## config.mk

```make
export PLATFORM = sky130hd
export DESIGN_NAME = rc4_ksa_engine_flat
export DESIGN_NICKNAME = d
export VERILOG_FILES = /design/src/rtl/rc4_ksa_if.sv /design/src/rtl/rc4_ksa_engine.sv /design/src/flat_wrapper.sv
export SDC_FILE = /design/constraint.sdc
export NUM_CORES = 1
export LEC_CHECK = 0
export BUFFER_PORTS_ARGS = -buffer_cell sky130_fd_sc_hd__buf_2
export CAP_MARGIN = 20
export CORE_MARGIN = 2
export CORE_UTILIZATION = 50
export CTS_CLUSTER_SIZE = 8
export DETAILED_ROUTE_END_ITERATION = 7
export PLACE_DENSITY = 0.74
export SETUP_SLACK_MARGIN = 0.5
export SYNTH_ARGS = -nofsm -noshare
export SYNTH_HDL_FRONTEND = slang
export SYNTH_SLANG_ARGS = --single-unit
```

## constraint.sdc

```tcl
create_clock -name clk -period 3.3 [get_ports clk]
set_clock_uncertainty 0.1 [all_clocks]
set_input_delay 0.66 -clock clk [delete_from_list [all_inputs] [get_ports clk]]
set_output_delay 0.66 -clock clk [all_outputs]
set_load 0.005 [all_outputs]
```

## src/rtl/rc4_ksa_if.sv

```systemverilog
// -----------------------------------------------------------------------------
// rc4_ksa_if
// Bundle between the RC4 key-scheduling engine, the key-search controller and
// the single-port synchronous S-array RAM.
//
// Parameters
//   ADDR_W     S-array address and data width (DEPTH = 2**ADDR_W)
//   KEY_BYTES  secret key length in bytes
//
// Signals
//   start       controller -> engine  request a KSA run
//   secret_key  controller -> engine  key, byte 0 in the most significant byte
//   q           RAM        -> engine  RAM read data
//   address     engine     -> RAM     RAM address
//   data        engine     -> RAM     RAM write data
//   wren        engine     -> RAM     RAM write enable
//   busy        engine     -> ctrl    run in progress (including the DONE cycle)
//   finish      engine     -> ctrl    one-cycle completion pulse
//
// Modports
//   master  controller/RAM side (drives start, secret_key, q)
//   slave   engine side
// -----------------------------------------------------------------------------
interface rc4_ksa_if #(
    parameter int ADDR_W    = 8,
    parameter int KEY_BYTES = 3
);
    logic                   start;
    logic [KEY_BYTES*8-1:0] secret_key;
    logic [ADDR_W-1:0]      q;
    logic [ADDR_W-1:0]      address;
    logic [ADDR_W-1:0]      data;
    logic                   wren;
    logic                   busy;
    logic                   finish;

    modport master (
        output start,
        output secret_key,
        output q,
        input  address,
        input  data,
        input  wren,
        input  busy,
        input  finish
    );

    modport slave (
        input  start,
        input  secret_key,
        input  q,
        output address,
        output data,
        output wren,
        output busy,
        output finish
    );
endinterface

```

## src/rtl/rc4_ksa_engine.sv

```systemverilog
// -----------------------------------------------------------------------------
// rc4_ksa_engine
// Parametrised RC4 key-scheduling engine working on an external single-port
// synchronous S-array RAM:
//     for i = 0..DEPTH-1: j = j + S[i] + key[i mod KEY_BYTES]; swap S[i], S[j]
//
// Parameters
//   ADDR_W     S-array address/data width, DEPTH = 2**ADDR_W
//   KEY_BYTES  secret key length in bytes (1 is legal)
//   RD_LAT     RAM read latency in cycles, 1..4
//
// Ports
//   clk      system clock, rising edge
//   reset_n  asynchronous active-low reset
//   bus      rc4_ksa_if.slave: start, secret_key, q in; address, data, wren,
//            busy, finish out (all outputs registered)
//
// Build option
//   RC4_KSA_INIT_FILL_EN  when defined, each run begins with an INIT phase that
//                         writes S[n] = n for every n (one write per cycle);
//                         when undefined the array must be pre-filled externally.
//
// Iteration timing (one iteration = 2*RD_LAT+4 cycles):
//   RI      address = i on the bus
//   WAIT_I  RD_LAT-1 cycles
//   CI      S[i] arrives on q; j updated, address <= new j
//   WAIT_J  RD_LAT cycles (the j address reaches the RAM one cycle after CI)
//   CJ      S[j] arrives on q; set up write of S[j] to i
//   WI      write S[j] -> address i
//   WJ      write S[i] -> address j; advance i/k or go to DONE
// -----------------------------------------------------------------------------
module rc4_ksa_engine #(
    parameter int ADDR_W    = 8,
    parameter int KEY_BYTES = 3,
    parameter int RD_LAT    = 1
) (
    input  logic     clk,
    input  logic     reset_n,
    rc4_ksa_if.slave bus
);

    localparam int KW = (KEY_BYTES > 1) ? $clog2(KEY_BYTES) : 1;

    localparam logic [ADDR_W-1:0] A_ZERO = {ADDR_W{1'b0}};
    localparam logic [ADDR_W-1:0] A_ONE  = ADDR_W'(1);
    localparam logic [ADDR_W-1:0] I_LAST = {ADDR_W{1'b1}};
    localparam logic [KW-1:0]     K_ZERO = {KW{1'b0}};
    localparam logic [KW-1:0]     K_ONE  = KW'(1);
    localparam logic [KW-1:0]     K_LAST = KW'(KEY_BYTES - 1);

    // Terminal counts of the two wait phases (counter starts at 0)
    localparam logic [1:0] WAIT_I_LAST = (RD_LAT > 1) ? 2'(RD_LAT - 2) : 2'd0;
    localparam logic [1:0] WAIT_J_LAST = 2'(RD_LAT - 1);

    typedef enum logic [3:0] {
        ST_IDLE   = 4'd0,
        ST_RI     = 4'd1,
        ST_WAIT_I = 4'd2,
        ST_CI     = 4'd3,
        ST_WAIT_J = 4'd4,
        ST_CJ     = 4'd5,
        ST_WI     = 4'd6,
        ST_WJ     = 4'd7,
        ST_DONE   = 4'd8
`ifdef RC4_KSA_INIT_FILL_EN
        , ST_INIT = 4'd9
`endif
    } state_t;

    // Selects key byte idx (byte 0 is the MSB) and fits it to ADDR_W bits:
    // zero-extended when ADDR_W > 8, truncated when ADDR_W < 8.
    function automatic logic [ADDR_W-1:0] key_byte(
        input logic [KEY_BYTES*8-1:0] key,
        input logic [KW-1:0]          idx
    );
        logic [7:0]        b;
        logic [ADDR_W+7:0] ext;
        b = 8'h00;
        for (int n = 0; n < KEY_BYTES; n++) begin
            b = (idx == KW'(n)) ? key[(KEY_BYTES-1-n)*8 +: 8] : b;
        end
        ext = {{ADDR_W{1'b0}}, b};
        return ext[ADDR_W-1:0];
    endfunction

    state_t                 state_r,   state_s;
    logic [ADDR_W-1:0]      i_r,       i_s;
    logic [ADDR_W-1:0]      j_r,       j_s;
    logic [KW-1:0]          k_r,       k_s;
    logic [ADDR_W-1:0]      si_r,      si_s;
    logic [KEY_BYTES*8-1:0] key_r,     key_s;
    logic [1:0]             wait_r,    wait_s;
    logic [ADDR_W-1:0]      address_r, address_s;
    logic [ADDR_W-1:0]      data_r,    data_s;
    logic                   wren_r,    wren_s;
    logic                   busy_r,    busy_s;
    logic                   finish_r,  finish_s;
    logic [ADDR_W-1:0]      j_new_s;

    // New j for the CI cycle: j + S[i] + key byte, wrapping mod 2**ADDR_W
    always_comb begin
        j_new_s = j_r + bus.q + key_byte(key_r, k_r);
    end

    // Next-state and next-output logic of the KSA sequencer
    always_comb begin
        state_s   = state_r;
        i_s       = i_r;
        j_s       = j_r;
        k_s       = k_r;
        si_s      = si_r;
        key_s     = key_r;
        wait_s    = wait_r;
        address_s = address_r;
        data_s    = data_r;
        wren_s    = 1'b0;
        busy_s    = busy_r;
        finish_s  = 1'b0;

        case (state_r)
            ST_IDLE: begin
                if (bus.start) begin
                    key_s     = bus.secret_key;
                    i_s       = A_ZERO;
                    j_s       = A_ZERO;
                    k_s       = K_ZERO;
                    busy_s    = 1'b1;
                    address_s = A_ZERO;
`ifdef RC4_KSA_INIT_FILL_EN
                    // First fill write S[0] = 0 goes out with the INIT entry
                    data_s    = A_ZERO;
                    wren_s    = 1'b1;
                    state_s   = ST_INIT;
`else
                    state_s   = ST_RI;
`endif
                end else begin
                    busy_s    = 1'b0;
                    address_s = A_ZERO;
                    data_s    = A_ZERO;
                end
            end

`ifdef RC4_KSA_INIT_FILL_EN
            // i doubles as the fill index; it is back at 0 for the first RI
            ST_INIT: begin
                if (i_r == I_LAST) begin
                    i_s       = A_ZERO;
                    address_s = A_ZERO;
                    state_s   = ST_RI;
                end else begin
                    i_s       = i_r + A_ONE;
                    address_s = i_r + A_ONE;
                    data_s    = i_r + A_ONE;
                    wren_s    = 1'b1;
                end
            end
`endif

            ST_RI: begin
                wait_s  = 2'd0;
                state_s = (RD_LAT > 1) ? ST_WAIT_I : ST_CI;
            end

            ST_WAIT_I: begin
                if (wait_r == WAIT_I_LAST) begin
                    state_s = ST_CI;
                end else begin
                    wait_s  = wait_r + 2'd1;
                end
            end

            ST_CI: begin
                si_s      = bus.q;
                j_s       = j_new_s;
                address_s = j_new_s;
                wait_s    = 2'd0;
                state_s   = ST_WAIT_J;
            end

            ST_WAIT_J: begin
                if (wait_r == WAIT_J_LAST) begin
                    state_s = ST_CJ;
                end else begin
                    wait_s  = wait_r + 2'd1;
                end
            end

            // S[j] is taken straight from q into the write-data register
            ST_CJ: begin
                address_s = i_r;
                data_s    = bus.q;
                wren_s    = 1'b1;
                state_s   = ST_WI;
            end

            ST_WI: begin
                address_s = j_r;
                data_s    = si_r;
                wren_s    = 1'b1;
                state_s   = ST_WJ;
            end

            // Loop control is folded into the second write cycle
            ST_WJ: begin
                if (i_r == I_LAST) begin
                    address_s = A_ZERO;
                    data_s    = A_ZERO;
                    finish_s  = 1'b1;
                    state_s   = ST_DONE;
                end else begin
                    i_s       = i_r + A_ONE;
                    k_s       = (k_r == K_LAST) ? K_ZERO : (k_r + K_ONE);
                    address_s = i_r + A_ONE;
                    state_s   = ST_RI;
                end
            end

            // start is not sampled here, so a request during DONE is dropped
            ST_DONE: begin
                busy_s    = 1'b0;
                address_s = A_ZERO;
                data_s    = A_ZERO;
                state_s   = ST_IDLE;
            end

            default: begin
                busy_s    = 1'b0;
                address_s = A_ZERO;
                data_s    = A_ZERO;
                state_s   = ST_IDLE;
            end
        endcase
    end

    // State and output registers; reset aborts any run immediately
    always_ff @(posedge clk or negedge reset_n) begin
        if (!reset_n) begin
            state_r   <= ST_IDLE;
            i_r       <= A_ZERO;
            j_r       <= A_ZERO;
            k_r       <= K_ZERO;
            si_r      <= A_ZERO;
            key_r     <= {(KEY_BYTES*8){1'b0}};
            wait_r    <= 2'd0;
            address_r <= A_ZERO;
            data_r    <= A_ZERO;
            wren_r    <= 1'b0;
            busy_r    <= 1'b0;
            finish_r  <= 1'b0;
        end else begin
            state_r   <= state_s;
            i_r       <= i_s;
            j_r       <= j_s;
            k_r       <= k_s;
            si_r      <= si_s;
            key_r     <= key_s;
            wait_r    <= wait_s;
            address_r <= address_s;
            data_r    <= data_s;
            wren_r    <= wren_s;
            busy_r    <= busy_s;
            finish_r  <= finish_s;
        end
    end

    assign bus.address = address_r;
    assign bus.data    = data_r;
    assign bus.wren    = wren_r;
    assign bus.busy    = busy_r;
    assign bus.finish  = finish_r;

endmodule
```

## src/flat_wrapper.sv

```systemverilog
// flat-port wrapper written by rule: the top's interface ports become plain ports
module rc4_ksa_engine_flat 
#(
    parameter int ADDR_W    = 8,
    parameter int KEY_BYTES = 3,
    parameter int RD_LAT    = 1
)
  (clk, reset_n, bus_start, bus_secret_key, bus_q, bus_address, bus_data, bus_wren, bus_busy, bus_finish);
  rc4_ksa_if #(.ADDR_W(ADDR_W), .KEY_BYTES(KEY_BYTES)) bus_i ();
  input  logic clk;
  input  logic reset_n;
  input wire logic [$bits(bus_i.start)-1:0] bus_start;
  input wire logic [$bits(bus_i.secret_key)-1:0] bus_secret_key;
  input wire logic [$bits(bus_i.q)-1:0] bus_q;
  output wire logic [$bits(bus_i.address)-1:0] bus_address;
  output wire logic [$bits(bus_i.data)-1:0] bus_data;
  output wire logic [$bits(bus_i.wren)-1:0] bus_wren;
  output wire logic [$bits(bus_i.busy)-1:0] bus_busy;
  output wire logic [$bits(bus_i.finish)-1:0] bus_finish;
  assign bus_i.start = bus_start;
  assign bus_i.secret_key = bus_secret_key;
  assign bus_i.q = bus_q;
  assign bus_address = bus_i.address;
  assign bus_data = bus_i.data;
  assign bus_wren = bus_i.wren;
  assign bus_busy = bus_i.busy;
  assign bus_finish = bus_i.finish;
  rc4_ksa_engine #(.ADDR_W(ADDR_W), .KEY_BYTES(KEY_BYTES), .RD_LAT(RD_LAT)) u_core (.clk(clk), .reset_n(reset_n), .bus(bus_i));
endmodule
```

==> summary.md <==
| Metric | Value |
|---|---|
| Via/cell ratio | `5.66` |
| First-pass GRT wire length | `roughly 15 mm` |
| Detailed-router iteration count before antenna repair | `6` |
| Synthesized cell area | `about 4000 µm²` |
| Clock tree from TritonCTS | `yes` |
| H-tree depth | `3` |
| Max Fanout on Critical Path | `6` |
| Initial cell density of the core | `about 52%` |
| Routed wirelength normalized by instance count | `approximately 17 µm` |
| Proportion of layout cells with a drive suffix above 1 | `32.6%` |
| Outcome | `complete, no violations` |
| Final number of max-transition violations | `0` |
| Residual overflow from global routing | `0` |
| Buffer depth of the longest clock path | `2` |
| Cell at the root of the clock tree | `sky130_fd_sc_hd__clkbuf_8` |
| Number of vias after detailed routing | `between 3000 and 4000` |
| Count of nets left with antenna violations after detail routing | `0` |
| Chip height | `between 90 and 100 µm` |
| Proportion of register bits with asynchronous set or reset after synthesis | `100%` |
| Die outline width | `93.3 µm` |
| Number of enable flip-flop cells after synthesis | `0` |
| Max-cap violations | `0` |
| Top cells by instance count after synthesis | `sky130_fd_sc_hd__dfrtp_1, sky130_fd_sc_hd__inv_1, sky130_fd_sc_hd__nand2_1` |
| Top cells by area, synth | `sky130_fd_sc_hd__dfrtp_1, sky130_fd_sc_hd__mux2_2, sky130_fd_sc_hd__fa_1, sky130_fd_sc_hd__inv_1, sky130_fd_sc_hd__nand2_1` |
| Total die area | `around 8700 µm²` |
| Gate count of the mapped netlist | `between 300 and 400` |
| GR Util All Layers | `22.6%` |
| Register clock-pin slew on the reported worst setup and hold paths | `0.09 ns` |
| Unrepaired setup endpoints after global routing | `yes` |
| Sum Neg Setup Slack | `0 ns` |
| Kind of path behind the tightest hold check | `in -> async` |
| Final worst path period share | `roughly nine tenths` |
| Number of placement rows | `32` |
| Clk sinks | `75` |
| Normalized max-slew margin | `between 30% and 40%` |
| Crit path largest cell delay | `0.49 ns` |
| Crit. End Element | `flip-flop` |
| Highest clock rate | `340 MHz` |
| Synth top area share | `47.0%` |
| Kind of critical path | `reg -> reg` |
| Number of storage elements in the synthesis netlist | `75` |
| Area of the placeable core | `about 7700 µm²` |
| Minimum clock period | `slightly below 3 ns` |
| Routability cong. | `between 0.9 and 1` |
| Worst IR drop on VDD | `between 0.0006 and 0.0007 V` |
| Warnings from Yosys | `0` |
| Post-Synthesis Net Count | `~430` |
| Aggregate routed wire length | `~9.0 mm` |
| Syn_area_per_cell | `around 11 µm²` |
| Maximum number of pins on one net before global-route repair | `76` |
| Synth-to-Final Area Change | `17.7%` |
| Via count of the first global-routing pass | `3024` |
| Number of placed I/O pins | `54` |
| Antenna violations before repair | `0` |
| LEAKAGE | `2.28 nW` |
| Critical Path AT | `3.06 ns` |
| Estimated wirelength of the detail-placed design | `around 6.2 mm` |
| Pwr Density | `about 1200 nW/µm²` |
| Post-layout net count | `approximately 490` |
| Count of routing violations after the opening detailed-route iteration | `~240` |
| Placed cell count | `between 500 and 600` |
| Setup-failing EPs final | `0` |
| Cells along the critical path | `nor2b_4 > buf_4 > a21oi_1 > fa_1 > inv_1 > ha_1 > nor2b_2 > o31a_1 > o22ai_2 > xnor2_2 > o211ai_1` |
| Top FF cell, synth | `sky130_fd_sc_hd__dfrtp_1` |
| TritonCTS buffer count | `9` |
| Number of antenna diodes | `0` |
| Most common cell in the netlist | `sky130_fd_sc_hd__dfrtp_1` |
| CP max-delay cell | `sky130_fd_sc_hd__dfrtp_2` |
| Worst EP required | `3.42 ns` |
| Post-synthesis cell type count | `58` |
| Post-synth top area cell | `sky130_fd_sc_hd__dfrtp_1` |
| Transition time at the pin with the least slew margin | `0.939 ns` |
| Post-Layout Cell Count | `541` |
| Sequential cell area fraction in the yosys report | `~47%` |
| Residual DRC | `0` |
| Clk_lat worst skew | `about 0.36 ns` |
| Number of buffer cells added on primary ports | `53` |
| Count of final hold-check violations | `0` |
| CP Launch Type | `flip-flop` |
critical path, delay by kind of cell (launching register included):
family                   cells  cell delay (ns)
adder cells (fa/ha/maj)      2             0.80
AO/OA/AOI/OAI                4             0.70
flip-flops                   1             0.49
AND/OR/NAND/NOR              2             0.37
buffers and inverters        2             0.21
XOR/XNOR                     1             0.14
metrics by stage:
| stage | instance area [µm²] | setup slack [ns] | hold WS [ns] | util (%) | power, mW |
|---|---|---|---|---|---|
| 4_1_cts | 4670 | 0.466 | 0.374 | 60.5 | 5.26 |
| 3_5_place_dp | 4330 | 0.129 | 0.374 | 56.0 | 4.21 |
| 5_1_grt | 4700 | 0.223 | 0.414 | 60.8 | 5.84 |
| 2_1_floorplan | 4010 | 0.493 | 0.264 | - | 3.55 |
| 3_3_place_gp | 4330 | 0.173 | 0.357 | 56.0 | 4.08 |
| 6_report | 4700 | 0.362 | 0.329 | 60.8 | 5.45 |
state kept, by name, indices dropped and copies added, names as in the netlist, 4 cells and up:
register	flops
u_core.key_r	24
u_core.bus.address	8
u_core.bus.data	8
u_core.i_r	8
u_core.j_r	8
u_core.si_r	8
u_core.state_r	4
final cells by class:
| class | instances | area, µm² |
|---|---|---|
| repair buffers | 66 | 382 |
| fillers | 650 | 3030 |
| flip-flops and latches | 75 | 1880 |
| inverters | 40 | 150 |
| well taps | 102 | 128 |
| clock buffers | 10 | 128 |
| multi-input cells | 242 | 1970 |
| clock inverters | 6 | 65.1 |
where the power goes:
| part | total, mW | internal, mW | switching, mW |
|---|---|---|---|
| clock | 0.710 | 0.351 | 0.359 |
| sequential | 1.70 | 1.32 | 0.379 |
| combinational | 3.04 | 1.45 | 1.59 |
| total | 5.45 | 3.12 | 2.32 |
timing repair:
action	4_1_cts	5_1_grt
resized for setup	22	4
cloned	0	0
setup buffers	6	0
hold endpoints to repair	0	0
setup endpoints to repair	11	11
hold buffers	0	0
pin swaps	16	9
cells by family after synthesis:
kind of cell    Yosys count  share of synthesized area [%]
fa+ha+maj                16                           6.52
xor+xnor                 12                           2.63
mux                      33                           9.06
compound gates           85                           14.8
simple gates             96                           13.0
flops                    75                           47.0
buf+inv                  61                           6.99
cell usage in the layout, fill, tap and decap left out, types with 9 or more instances in the layout:
| cell type | synthesis | routed |
|---|---|---|
| sky130_fd_sc_hd__dfrtp_1 | 75 | 74 |
| sky130_fd_sc_hd__buf_2 | 6 | 52 |
| sky130_fd_sc_hd__inv_1 | 40 | 36 |
| sky130_fd_sc_hd__nand2_1 | 34 | 34 |
| sky130_fd_sc_hd__mux2_2 | 25 | 25 |
| sky130_fd_sc_hd__nor2_1 | 23 | 23 |
| sky130_fd_sc_hd__o21ai_0 | 23 | 21 |
| sky130_fd_sc_hd__buf_4 | 3 | 12 |
| sky130_fd_sc_hd__a222oi_1 | 11 | 11 |
| sky130_fd_sc_hd__clkbuf_8 | 0 | 9 |
worst paths after layout:
check	startpoint	end	slack [ns]	depth (start not counted)
worst max-delay path	u_core.k_r[0]	u_core.bus.address[7]	0.36	11
worst min-delay path	reset_n	u_core.i_r[0]	0.33	1
worst max register to register	u_core.k_r[0]	u_core.bus.address[7]	0.36	11
worst min register to register	u_core.bus.data[1]	u_core.bus.data[1]	0.39	2
max in group asynchronous	reset_n	u_core.k_r[0]	2.08	1
min in group clk	u_core.bus.data[1]	u_core.bus.data[1]	0.39	2
routing by layer:
layer  GRT usage, %  share of wire (%)
met2           36.4                 49
met5              0                  0
met1           29.9                 43
met4           11.0                2.7
met3           3.63                5.0
(Power assumes the default switching activity.)
